[src/rtl/dac_seq_pkg.sv]
// Shared types for the DAC write sequencer: sample width, the queued entry
// layout and the handshake FSM states.
package dac_seq_pkg;

   localparam int DAC_DATA_W = 10;

   typedef struct packed {
      logic                  channel;
      logic [DAC_DATA_W-1:0] data;
   } dac_entry_t;

   typedef enum logic [1:0] {
      IDLE,
      ISSUE,
      WAIT_ACK,
      WAIT_DONE
   } dac_state_t;

endpackage

[src/rtl/dac_write_sequencer_sample_fifo.sv]
// sample_fifo: single-clock synchronous FIFO with registered full/empty flags.
// A push into a full FIFO is only taken when a pop happens in the same clock.
module sample_fifo #(
   parameter int DEPTH = 8,
   parameter int WIDTH = 11
) (
   input  logic             clk_i,
   input  logic             reset_i,
   input  logic             push_i,
   input  logic [WIDTH-1:0] wrData_i,
   input  logic             pop_i,
   output logic [WIDTH-1:0] rdData_o,
   output logic             full_o,
   output logic             empty_o
);

   localparam int PTR_W = $clog2(DEPTH);
   localparam int CNT_W = PTR_W + 1;

   logic [WIDTH-1:0] mem_q [DEPTH];
   logic [PTR_W-1:0] wrPtr_q;
   logic [PTR_W-1:0] rdPtr_q;
   logic [CNT_W-1:0] count_q;
   logic [CNT_W-1:0] count_d;
   logic             full_q;
   logic             empty_q;
   logic             pushOk;
   logic             popOk;

   // Decide which requests are honoured and what the occupancy becomes.
   always_comb begin
      popOk   = pop_i && !empty_q;
      pushOk  = push_i && (!full_q || popOk);
      count_d = count_q;
      unique case ({pushOk, popOk})
         2'b10:   count_d = count_q + CNT_W'(1);
         2'b01:   count_d = count_q - CNT_W'(1);
         default: count_d = count_q;
      endcase
   end

   // Pointers, occupancy and the flags derived from the next occupancy.
   always_ff @(posedge clk_i) begin
      if (reset_i) begin
         wrPtr_q <= '0;
         rdPtr_q <= '0;
         count_q <= '0;
         full_q  <= 1'b0;
         empty_q <= 1'b1;
      end else begin
         if (pushOk) wrPtr_q <= wrPtr_q + PTR_W'(1);
         if (popOk)  rdPtr_q <= rdPtr_q + PTR_W'(1);
         count_q <= count_d;
         full_q  <= (count_d == CNT_W'(DEPTH));
         empty_q <= (count_d == '0);
      end
   end

   // Storage array; contents need no reset since the flags gate every read.
   always_ff @(posedge clk_i) begin
      if (pushOk) mem_q[wrPtr_q] <= wrData_i;
   end

   assign rdData_o = mem_q[rdPtr_q];
   assign full_o   = full_q;
   assign empty_o  = empty_q;

endmodule

[src/rtl/dac_write_sequencer.sv]
// dac_write_sequencer: queues channel-tagged samples and issues them one at a
// time to the Mercury2 DAC, waiting on Busy and flagging a DAC that never
// acknowledges. Optional macro DAC_SEQ_DROP_CNT_EN adds a saturating
// drop_count output for writes rejected by a full queue.
module dac_write_sequencer
   import dac_seq_pkg::*;
#(
   parameter int DEPTH        = 8,
   parameter int BUSY_TIMEOUT = 4
) (
   input  logic                  clk_50MHZ,
   input  logic                  reset,
   input  logic                  wr_en,
   input  logic                  wr_channel,
   input  logic [DAC_DATA_W-1:0] wr_data,
   output logic                  full,
   output logic                  empty,
   output logic                  trigger,
   output logic                  channel,
   output logic [DAC_DATA_W-1:0] Din,
   input  logic                  Busy,
   output logic                  timeout_err
`ifdef DAC_SEQ_DROP_CNT_EN
   ,
   output logic [7:0]            drop_count
`endif
);

   localparam int CNT_W = $clog2(BUSY_TIMEOUT + 1);

   dac_state_t            state_q;
   logic                  trigger_q;
   logic                  channel_q;
   logic [DAC_DATA_W-1:0] din_q;
   logic [CNT_W-1:0]      tmoCnt_q;
   logic                  timeoutErr_q;
   logic                  pop;
   dac_entry_t            wrEntry;
   dac_entry_t            headEntry;
   logic [$bits(dac_entry_t)-1:0] headBits;

   assign wrEntry   = '{channel: wr_channel, data: wr_data};
   assign headEntry = dac_entry_t'(headBits);
   assign pop       = (state_q == IDLE) && !empty && !Busy;

   sample_fifo #(
      .DEPTH (DEPTH),
      .WIDTH ($bits(dac_entry_t))
   ) u_fifo (
      .clk_i    (clk_50MHZ),
      .reset_i  (reset),
      .push_i   (wr_en),
      .wrData_i (wrEntry),
      .pop_i    (pop),
      .rdData_o (headBits),
      .full_o   (full),
      .empty_o  (empty)
   );

   // Handshake FSM: pop a sample, strobe trigger once, wait for Busy to rise
   // (or give up after the timeout), then wait for the conversion to finish.
   always_ff @(posedge clk_50MHZ) begin
      if (reset) begin
         state_q      <= IDLE;
         trigger_q    <= 1'b0;
         channel_q    <= 1'b0;
         din_q        <= '0;
         tmoCnt_q     <= '0;
         timeoutErr_q <= 1'b0;
      end else begin
         trigger_q <= 1'b0;
         unique case (state_q)
            IDLE: begin
               if (pop) begin
                  channel_q <= headEntry.channel;
                  din_q     <= headEntry.data;
                  state_q   <= ISSUE;
               end
            end
            ISSUE: begin
               trigger_q <= 1'b1;
               tmoCnt_q  <= CNT_W'(BUSY_TIMEOUT);
               state_q   <= WAIT_ACK;
            end
            WAIT_ACK: begin
               if (Busy) begin
                  state_q <= WAIT_DONE;
               end else if (tmoCnt_q == '0) begin
                  timeoutErr_q <= 1'b1;
                  state_q      <= IDLE;
               end else begin
                  tmoCnt_q <= tmoCnt_q - CNT_W'(1);
               end
            end
            WAIT_DONE: begin
               if (!Busy) state_q <= IDLE;
            end
            default: state_q <= IDLE;
         endcase
      end
   end

   assign trigger     = trigger_q;
   assign channel     = channel_q;
   assign Din         = din_q;
   assign timeout_err = timeoutErr_q;

`ifdef DAC_SEQ_DROP_CNT_EN
   logic [7:0] dropCnt_q;

   // Count writes lost to a full queue (a same-clock pop makes room instead).
   always_ff @(posedge clk_50MHZ) begin
      if (reset) begin
         dropCnt_q <= '0;
      end else if (wr_en && full && !pop && (dropCnt_q != 8'hFF)) begin
         dropCnt_q <= dropCnt_q + 8'd1;
      end
   end

   assign drop_count = dropCnt_q;
`endif

endmodule

[config.mk]
export PLATFORM = sky130hd
export DESIGN_NAME = dac_write_sequencer
export DESIGN_NICKNAME = d
export VERILOG_FILES = /design/src/rtl/dac_seq_pkg.sv /design/src/rtl/dac_write_sequencer_sample_fifo.sv /design/src/rtl/dac_write_sequencer.sv
export SDC_FILE = /design/constraint.sdc
export NUM_CORES = 1
export LEC_CHECK = 0
export BUFFER_PORTS_ARGS = -buffer_cell sky130_fd_sc_hd__buf_2
export CAP_MARGIN = 20
export CORE_MARGIN = 1.5
export CORE_UTILIZATION = 62
export CTS_BUF_LIST = sky130_fd_sc_hd__clkbuf_4 sky130_fd_sc_hd__clkbuf_8
export DETAILED_ROUTE_END_ITERATION = 8
export PLACE_DENSITY = 0.81
export SLEW_MARGIN = 0
export SYNTH_ARGS = -nofsm -noshare
export SYNTH_HDL_FRONTEND = slang
export SYNTH_SLANG_ARGS = --single-unit
[constraint.sdc]
create_clock -name clk_50MHZ -period 3.45 [get_ports clk_50MHZ]
set_input_delay 0.69 -clock clk_50MHZ [delete_from_list [all_inputs] [get_ports clk_50MHZ]]
set_output_delay 0.69 -clock clk_50MHZ [all_outputs]
set_load 0.01 [all_outputs]
### Word-level counts from Yosys, hierarchy flattened

Memory sizes are Yosys's and may differ from the RTL's. A register that Yosys moved wholly into a read port is not among the register bits.
Index checks and enable logic that the tools add are counted.
W data, S select, Z words.

| cells by class | value |
|---|---|
| $add $sub $neg | 5 |
| multiply operators | 0 |
| divide/modulo/power cells | 0 |
| order comparisons | 0 |
| equality and inequality tests | 11 |
| shift-type cells | 0 |
| mux-type cells | 12 |
| bitwise operators | 1 |
| reductions and logical operators | 16 |

Operators by type and width:

| kind | number |
|---|---|
| $reduce_and A3 Y1 | 3 |
| $mux W2 | 4 |
| $pmux W2 S4 | 1 |
| $pmux W4 S2 | 1 |
| $add A3 B1 Y3 const B | 2 |
| $eq A2 B2 Y1 const B | 3 |
| $mux W3 | 2 |
| $ne A2 B2 Y1 const B | 3 |
| $pmux W3 S2 | 1 |
| $add A4 B1 Y4 const B | 1 |
| $eq A2 B1 Y1 const B | 2 |
| $eq A4 B4 Y1 const B | 1 |
| $logic_and A1 B1 Y1 | 4 |
| $logic_not A4 Y1 | 1 |
| $sub A4 B1 Y4 const B | 1 |
| $logic_not A1 Y1 | 3 |
| $logic_not A3 Y1 | 1 |
| $mux W1 | 3 |
| $ne A3 B3 Y1 const B | 1 |
| $sub A3 B1 Y3 const B | 1 |
| $logic_not A2 Y1 | 1 |
| $ne A2 B1 Y1 const B | 1 |
| $reduce_and A2 Y1 | 1 |
| $reduce_bool A2 Y1 | 1 |
| 2 further kinds | 2 |

| word-level totals | value |
|---|---|
| bits in registers | 19 |
| latch bits | 0 |
| bits in writable memories | 88 |
| bits in read-only memories | 0 |
| input port bits | 15 |
| word-level logic and storage cells | 55 |
| memories | 1 |

Memories:

| memory | words | width | read ports | clocked after Yosys merged registers in | wr ports | line | RTL |
|---|---|---|---|---|---|---|---|
| u_fifo.mem_q | 8 | 11 | 1 | 1 | 1 | dac_write_sequencer_sample_fifo.sv:20 | `logic [WIDTH-1:0] mem_q [DEPTH];` |

### Logic depth before layout (Yosys ltp)

Gate-level depths: netlist of the first run.

| logic depth | value |
|---|---|
| word-level depth | 9 |
| mapped depth | 11 |
| depth with buffers taken out | 11 |

### By module

From an unflattened synthesis of the first run, not the netlist that was laid out.

| second synthesis, totals | value |
|---|---|
| cells, all modules | 287 |
| area total of the unflattened synthesis | 4687.0 um2 |

By module, submodules not included:

| module | times used | cells each | area each (um2) | sequential area each (um2) |
|---|---|---|---|---|
| sample_fifo | 1 | 204 | 3987.6 | 2942.8 |
| dac_write_sequencer | 1 | 83 | 699.4 | 360.3 |

### Worst setup path before layout of the first run

Ideal clock, no wire load.

| path | value |
|---|---|
| path kind | input-to-reg |
| start point | input Busy |
| end point | memory u_fifo.mem_q[0][0], enable pin |
| library setup time | 0.408 ns |
| arrival time | 2.561 ns |
| required time | 3.042 ns |
| path slack | 0.481 ns |
| stages on the path | 4 |
| path through | or4_4 a21boi_4 inv_2 nor4_1 |

| on the way | value |
|---|---|
| cells in the longest elaborated chain, start to end | 7 |

Ends and longest elaborated chain:

| element | line | RTL |
|---|---|---|
| start: declaration | dac_write_sequencer.sv:21 | `input logic Busy,` |
| $logic_not A1 Y1 | - |  |
| $logic_and A1 B1 Y1 | dac_write_sequencer.sv:44 | `assign pop = (state_q == IDLE) && !empty && !Busy;` |
| $logic_and A1 B1 Y1 | dac_write_sequencer_sample_fifo.sv:32 | `popOk = pop_i && !empty_q;` |
| $logic_or A1 B1 Y1 | dac_write_sequencer_sample_fifo.sv:33 | `pushOk = push_i && (!full_q \|\| popOk);` |
| $logic_and A1 B1 Y1 | dac_write_sequencer_sample_fifo.sv:33 |  |
| $mux W1 | dac_write_sequencer_sample_fifo.sv:61 | `if (pushOk) mem_q[wrPtr_q] <= wrData_i;` |
| $mux W1 (implied by the code) | dac_write_sequencer_sample_fifo.sv:61 |  |
| end: declaration | dac_write_sequencer_sample_fifo.sv:20 |  |

Every way passes these cells.

### Worst setup path after layout of the first run

| path | value |
|---|---|
| start point | register state_q[1] |
| end point | register u_fifo.full_q, in the netlist u_fifo.full_o |

| on the way | value |
|---|---|
| cells in the longest elaborated chain, start to end | 9 |
| elaborated cells between the ends (all ways) | 10 |
| those cells by class | eq/ne (3); mux (1); reduce/logical (6) |

Ends and longest elaborated chain:

| element | line | RTL |
|---|---|---|
| start: declaration | dac_write_sequencer.sv:31 | `dac_state_t state_q;` |
| start signal: assignment | dac_write_sequencer.sv:64 | `state_q <= IDLE;` |
| start signal: assignment | dac_write_sequencer.sv:77 | `state_q <= ISSUE;` |
| start signal: assignment | dac_write_sequencer.sv:83 | `state_q <= WAIT_ACK;` |
| $logic_not A2 Y1 (*) | dac_write_sequencer.sv:44 |  |
| $logic_and A1 B1 Y1 (*) (2 in series) | dac_write_sequencer.sv:44 |  |
| $logic_and A1 B1 Y1 (*) | dac_write_sequencer_sample_fifo.sv:32 |  |
| $logic_or A1 B1 Y1 | dac_write_sequencer_sample_fifo.sv:33 |  |
| $logic_and A1 B1 Y1 | dac_write_sequencer_sample_fifo.sv:33 |  |
| $eq A2 B1 Y1 or $eq A2 B2 Y1 (tied branches) | dac_write_sequencer_sample_fifo.sv:35 | `unique case ({pushOk, popOk})` |
| $pmux W4 S2 (*) | dac_write_sequencer_sample_fifo.sv:35 |  |
| $eq A4 B4 Y1 (*) | dac_write_sequencer_sample_fifo.sv:54 | `full_q <= (count_d == CNT_W'(DEPTH));` |
| end signal: assignment | dac_write_sequencer_sample_fifo.sv:54 |  |
| end: declaration | dac_write_sequencer_sample_fifo.sv:25 | `logic full_q;` |

Every way passes the cells marked *; elsewhere a longest branch is shown, timed or not.
A chain may end at the register's enable or synchronous reset.

==> qor.csv, run 1 <==
stage,metric,value,unit
synthesis,Syn Inst Count,268,
routing,post-route ant nets,0,
synthesis,"count leader, synth",edfxtp_1,
finish,layout net count,338,
placed_design,GPL Wtd Cong,0.7845,
timing,final setup violating endpoints,0,
clock_network,htree depth,4,
clock_network,Clock Pin Slew Worst Setup and Hold Paths,0.07,ns
worst_setup_path,reg-to-reg setup timing slack,0.61,ns
hold_path,worst hold start,tmoCnt_q[0],
timing,Worst Max-Slew Pin Slew,0.9112,ns
routing,Via-to-Cell Ratio,5.586,
clock_network,CTS tree,yes,
worst_setup_path,Setup CP Type,register to register,
placed_design,DP Wirelength,4.715,mm
synthesis,syn nets,290,
timing,Slew Limit Fails,0,
timing,Slew headroom,39.17,%
worst_setup_path,reg-to-reg endpoint,u_fifo.full_o,
floorplanning,# IOs,30,
synthesis,largest cells by area after synthesis,"edfxtp_1 (58%), dfxtp_1 (13%), mux4_2 (11%), mux2i_1 (2.8%), nor2_1 (2.4%)",
worst_setup_path,Worst Path Max Fanout,7,
finish,fraction of layout cells with a size suffix above 1,29.79,%
synthesis,leading cell types by count after synthesis,"edfxtp_1 (88), dfxtp_1 (30), nor2_1 (29), mux4_2 (22), mux2i_1 (13)",
timing,"Period Utilization, post-route",82.23,%
routing,routed len/inst,18.27,um
timing,min setup slack post-route,0.6130,ns
finish,Fill cells,438,
power,Peak VDD IR,383.9,uV
synthesis,Yosys warnings,0,
finish,ant diodes,0,
worst_setup_path,CP Launch Type,register,
power,Pleak,1.811,nW
global_route,first-pass GRT wire length,11.51,mm
hold_path,Hold/Removal Path Class,register to register,
global_route,largest net degree at the start of global routing,31,
finish,synthesis-to-finish area growth,15.29,%
timing,setup tns final,0,ns
worst_setup_path,FF-to-FF path depth,11,
power,Pwr per Cell Area,639.4,mW/mm^2
clock_network,Num CTS Buffers,17,
synthesis,Post-synth ARST share,0,%
finish,FF/Latch Area,0.003243,mm^2
floorplanning,die width,88.90,um
synthesis,"area leader, netlist",edfxtp_1,
run_status,status,completed,
routing,Post-route DRC,0,
synthesis,Synth cell types,35,
synthesis,syn avg cell area,17.07,um^2
worst_setup_path,worst r2r src,state_q[1],
clock_network,cts-stage hold buffer count,0,
routing,initial drt markers,118,
timing,Setup Skew,0.01079,ns
clock_network,clock root buffer,clkbuf_8,
routing,routed wire length,7.818,mm
routing,via count,2391,
floorplanning,FP Rows,31,
synthesis,sequential area share after synthesis,70.90,%
synthesis,top-area cell type share of the netlist area,57.77,%
global_route,GRT Resource Usage Total,21.67,%
floorplanning,Initial Utilization,63.75,%
clock_network,CTS resizes,0,
clock_network,worst skew pair latency,0.42,ns
finish,area occupied by multi-input gates,0.001264,mm^2
worst_setup_path,WP data required,3.77,ns
placed_design,pre-CTS WS,0.2750,ns
global_route,number of global-route vias before repair,2254,
synthesis,Synth Flop Type,edfxtp_1,
clock_network,Clock Sinks,118,
floorplanning,Die ar.,0.007902,mm^2
worst_setup_path,crit path DAT,3.16,ns
flow_run,max_cap viols,0,
floorplanning,Die H,88.90,um
clock_network,Longest Clk Path Bufs,2,
routing,DRT Pass-1 Iters,4,
global_route,GR Overflow Total,0,
timing,unrepaired setup endpoints after global routing,false,
timing,min Tclk post-route,2.837,ns
floorplanning,Core Box Area,0.007176,mm^2
timing,FMAX,352.5,MHz
clock_network,Post-CTS Setup Bufs,0,
placed_design,Port Buffers,29,
worst_setup_path,Worst Setup End Kind,register,
timing,Final Hold Viols,0,
hold_path,Worst Hold Path EP,tmoCnt_q[0],
synthesis,Yosys reg bits,118,
synthesis,Post-synth EDFFs,88,
synthesis,"Cell Area, Synth",0.004574,mm^2
hold_path,Hold Path Stages,2,
global_route,initial antenna violation count,0,
-- worst max-delay path by stage --
stage | startpoint | endpoint | cells past startpoint
6_report | state_q[1] | u_fifo.full_o | 11
5_1_grt | state_q[1] | u_fifo.full_o | 11
4_1_cts | state_q[1] | u_fifo.full_o | 11
3_5_place_dp | Busy | u_fifo.full_o | 12
3_3_place_gp | Busy | u_fifo.full_o | 12
2_1_floorplan | Busy | u_fifo.mem_q[0][0] | 4
-- cell families after synthesis --
group                      share of synthesized area, %
buffers and inverters                             1.614
DFF                                               70.90
and+or+nand+nor                                   6.154
AOI/OAI and AO/OA                                 4.021
xor gates and xnor gates                          1.723
adders and majority gates                         1.915
muxes                                             13.68
-- worst max-delay path, stage by stage (launching register included) --
cell      delay [ns]
dfxtp_1         0.36
or4_4           0.59
a21boi_4        0.25
inv_2           0.11
ha_1            0.26
xor2_1          0.18
ha_1            0.18
a21oi_1         0.14
xor2_1          0.15
nor2_1          0.06
xnor2_1         0.21
nor4bb_1        0.24
-- area by class of cell --
type                       instances  share of cell area [%]
clock inverter                    14                   3.013
sequential                       118                   61.49
multi-input combinational        135                   23.96
tap                               99                   2.349
clock buffer                      18                   4.579
timing repair buffer              40                   4.318
inverter                           4                  0.2847
-- sequential cells by signal, indices dropped and copies added, names as in the netlist --
signal and flops:
trigger 1, u_fifo.wrPtr_q 3, state_q 2, Din 10, u_fifo.empty_o 1, timeout_err 1, u_fifo.count_q 4, u_fifo.full_o 1
u_fifo.rdPtr_q 3, u_fifo.mem_q 88, tmoCnt_q 3, channel 1
-- report_power, final --
part / total [mW] / switching [mW] / internal, mW
sequential: 1.67 / 0.0578 / 1.62
combinational: 0.469 / 0.243 / 0.226
clock: 1.23 / 0.514 / 0.715
total: 3.37 / 0.814 / 2.56
-- layer usage --
layer  global-route usage (%)  vias to the layer above  wire [um]  share of wire, %
met3                    9.326                       10        442               5.7
met1                    25.40                     1168       3240                41
met5                        0                        -          0                 0
met4                    9.517                        0         70              0.90
met2                    35.19                       72       4065                52
li1                         -                     1141          -                 -
-- stage by stage --
step | cells | cell area [um^2] | power [mW] | util (%) | hold slack [ns]
after floorplan | 268 | 4574 | 2.044 | - | 0.4436
after global placement | 396 | 4873 | 2.157 | 67.92 | 0.4451
after detailed placement | 396 | 4873 | 2.174 | 67.92 | 0.4698
after CTS | 428 | 5274 | 3.408 | 73.50 | 0.4790
after global routing | 428 | 5274 | 3.528 | 73.50 | 0.4926
final | 428 | 5274 | 3.372 | 73.50 | 0.4728
-- layout by cell type (no fill, tap or decap), types with 2 or more instances in the layout --
cell / n
buf_2: 29
dfxtp_1: 30
clkbuf_8: 17
clkinv_2: 4
mux4_2: 22
xor2_1: 5
a21oi_1: 7
nor3_1: 4
nor2_1: 29
nand2b_1: 6
bufinv_16: 3
clkinv_1: 2
ha_1: 7
inv_2: 2
nand2_1: 7
clkinvlp_4: 2
mux2i_1: 13
clkinv_4: 2
edfxtp_1: 88
nor2b_1: 4
a31oi_1: 3
buf_4: 11
a211oi_1: 11
inv_1: 2
xnor2_1: 4
No activity file was read; power rests on OpenSTA's default activity.
==> run 2, diff against run 1 <==
==> constraint.sdc (replaced) <==
create_clock -name clk_50MHZ -period 2.9 [get_ports clk_50MHZ]
set_input_delay 0.58 -clock clk_50MHZ [delete_from_list [all_inputs] [get_ports clk_50MHZ]]
set_output_delay 0.58 -clock clk_50MHZ [all_outputs]
set_load 0.01 [all_outputs]
==> run 2 against run 1 <==
Flip-flop and latch count did not move. Count of clock-buffer cells in the layout is 1 lower. Core utilization is 0.14 points higher.
==> qor.csv, run 2 (synthesized netlist as in run 1, its figures left out) <==
stage,metric,value,unit
run_status,status,completed,
timing,final setup violating endpoints,0,
global_route,number of global-route vias before repair,2352,
routing,post-route ant nets,0,
placed_design,GPL Wtd Cong,0.7426,
power,Net Sw Frac,25.87,%
power,Internal,2.873,mW
power,Clk network pwr share,34.1,%
placed_design,Port Buffers,29,
power,Pwr per Cell Area,733.6,mW/mm^2
clock_network,clock root buffer,clkbuf_8,
clock_network,Post-CTS Setup Bufs,0,
timing,unrepaired setup endpoints after global routing,false,
finish,most frequent cells in the layout,"edfxtp_1 (88), dfxtp_1 (30), nor2_1 (29), buf_2 (29), mux4_2 (22)",
flow_run,max_cap viols,0,
timing,min Tclk post-route,2.712,ns
timing,min setup slack post-route,0.1882,ns
finish,utilization after layout,73.64,%
finish,area occupied by multi-input gates,0.001264,mm^2
floorplanning,FP Rows,31,
worst_setup_path,WP data required,3.23,ns
worst_setup_path,worst r2r src,state_q[1],
timing,Slew headroom,40.10,%
worst_setup_path,Setup CP Type,register to register,
global_route,first-pass GRT wire length,11.60,mm
clock_network,cts-stage hold buffer count,0,
timing,hold_ws,0.4250,ns
finish,Fill cells,443,
floorplanning,Core Box Area,0.007176,mm^2
finish,synthesis-to-finish area growth,15.51,%
finish,max FFs per register,88,
global_route,GRT Resource Usage Total,21.69,%
finish,ant diodes,0,
clock_network,CTS resizes,0,
floorplanning,# IOs,30,
finish,layout net count,344,
clock_network,Clock Sinks,118,
power,overall power,3.876,mW
worst_setup_path,CP Launch Type,register,
global_route,GR Overflow Total,0,
routing,DRT Pass-1 Iters,4,
worst_setup_path,Setup crit start,state_q[1],
finish,fraction of layout cells with a size suffix above 1,31.34,%
global_route,initial antenna violation count,0,
floorplanning,Die H,88.90,um
timing,Worst Max-Slew Pin Slew,0.8973,ns
worst_setup_path,Worst Setup End Kind,register,
clock_network,Clock Pin Slew Worst Setup and Hold Paths,0.07,ns
floorplanning,Initial Utilization,63.75,%
routing,initial drt markers,220,
routing,routed wire length,7.743,mm
placed_design,pre-CTS WS,-0.01841,ns
worst_setup_path,Worst Path Max Fanout,7,
finish,"most common cell after layout, fill and taps aside",edfxtp_1,
power,register share of total power,51.4,%
routing,Post-route DRC,0,
power,Comb power frac,14.5,%
clock_network,CTS tree,yes,
global_route,largest net degree at the start of global routing,31,
clock_network,Num CTS Buffers,17,
routing,routed len/inst,17.84,um
timing,Slew Limit Fails,0,
timing,Final Hold Viols,0,
finish,Biggest register,u_fifo.mem_q,
timing,"Period Utilization, post-route",93.51,%
clock_network,worst skew pair latency,0.42,ns
finish,FF/Latch Area,0.003243,mm^2
timing,FMAX,368.8,MHz
placed_design,DP Wirelength,4.827,mm
routing,Via-to-Cell Ratio,5.585,
floorplanning,die width,88.90,um
floorplanning,Die ar.,0.007902,mm^2
hold_path,worst hold start,wr_data[8],
clock_network,htree depth,4,
power,Peak VDD IR,409.0,uV
worst_setup_path,crit path DAT,3.04,ns
clock_network,Longest Clk Path Bufs,2,
timing,Setup Skew,0.01088,ns
routing,via count,2424,
power,Pleak,1.817,nW
power,Net Switching,1.003,mW
hold_path,Hold/Removal Path Class,input pin to register,
-- run 2: changes by cell type in the layout (fill, tap and decap cells not counted), moves of 2 or more --
cell,delta
clkinv_4,+2
buf_4,+6
bufinv_16,-2
clkinvlp_4,+2
-- run 2: cell type report --
class | count | share of cell area (%)
clock inverter | 15 | 2.486
inverter | 4 | 0.2842
tap | 99 | 2.344
sequential | 118 | 61.38
multi-input combinational | 135 | 23.92
clock buffer | 17 | 4.428
timing repair buffer | 46 | 5.162
-- run 2: metrics by stage --
step	setup TNS [ns]	area, um^2	std cells
final	0	5284	434
after floorplan	0	4574	268
after detailed placement	-0.01841	4918	402
after global routing	0	5284	434
after global placement	0	4918	402
after CTS	0	5284	434
-- run 2: path summary, 6_finish.rpt --
kind	to	slack [ns]	cells past startpoint
setup / recovery	u_fifo.full_o	0.19	11
hold / removal	u_fifo.mem_q[3][8]	0.42	1
setup reg to reg	u_fifo.full_o	0.19	11
hold reg to reg	timeout_err	0.47	2
-- run 2: metal layers --
metal / vias up / GRT usage, % / wire length (um)
li1: 1153 / - / -
met1: 1185 / 26.35 / 3350
met2: 75 / 34.92 / 3838
met3: 11 / 7.387 / 413
met4: 0 / 11.08 / 140
met5: - / 0 / 0
-- run 2: power groups by stage --
stage	combinational, mW	sequential [mW]	clock (mW)
finish	0.563	1.99	1.32
global route	0.625	2.00	1.41
CTS	0.575	1.99	1.34
detailed placement	0.568	2.03	0
global placement	0.553	2.02	0
floorplan	0.404	2.03	0
-- run 2: worst max-delay path: stages (launching register included) --
cell and delay (ns):
dfxtp_1 0.36, or4_4 0.59, a21boi_4 0.18, inv_2 0.06
ha_1 0.20, xor2_1 0.17, ha_1 0.18, a21oi_1 0.16
xor2_1 0.16, nor2_1 0.07, xnor2_1 0.25, nor4bb_1 0.24
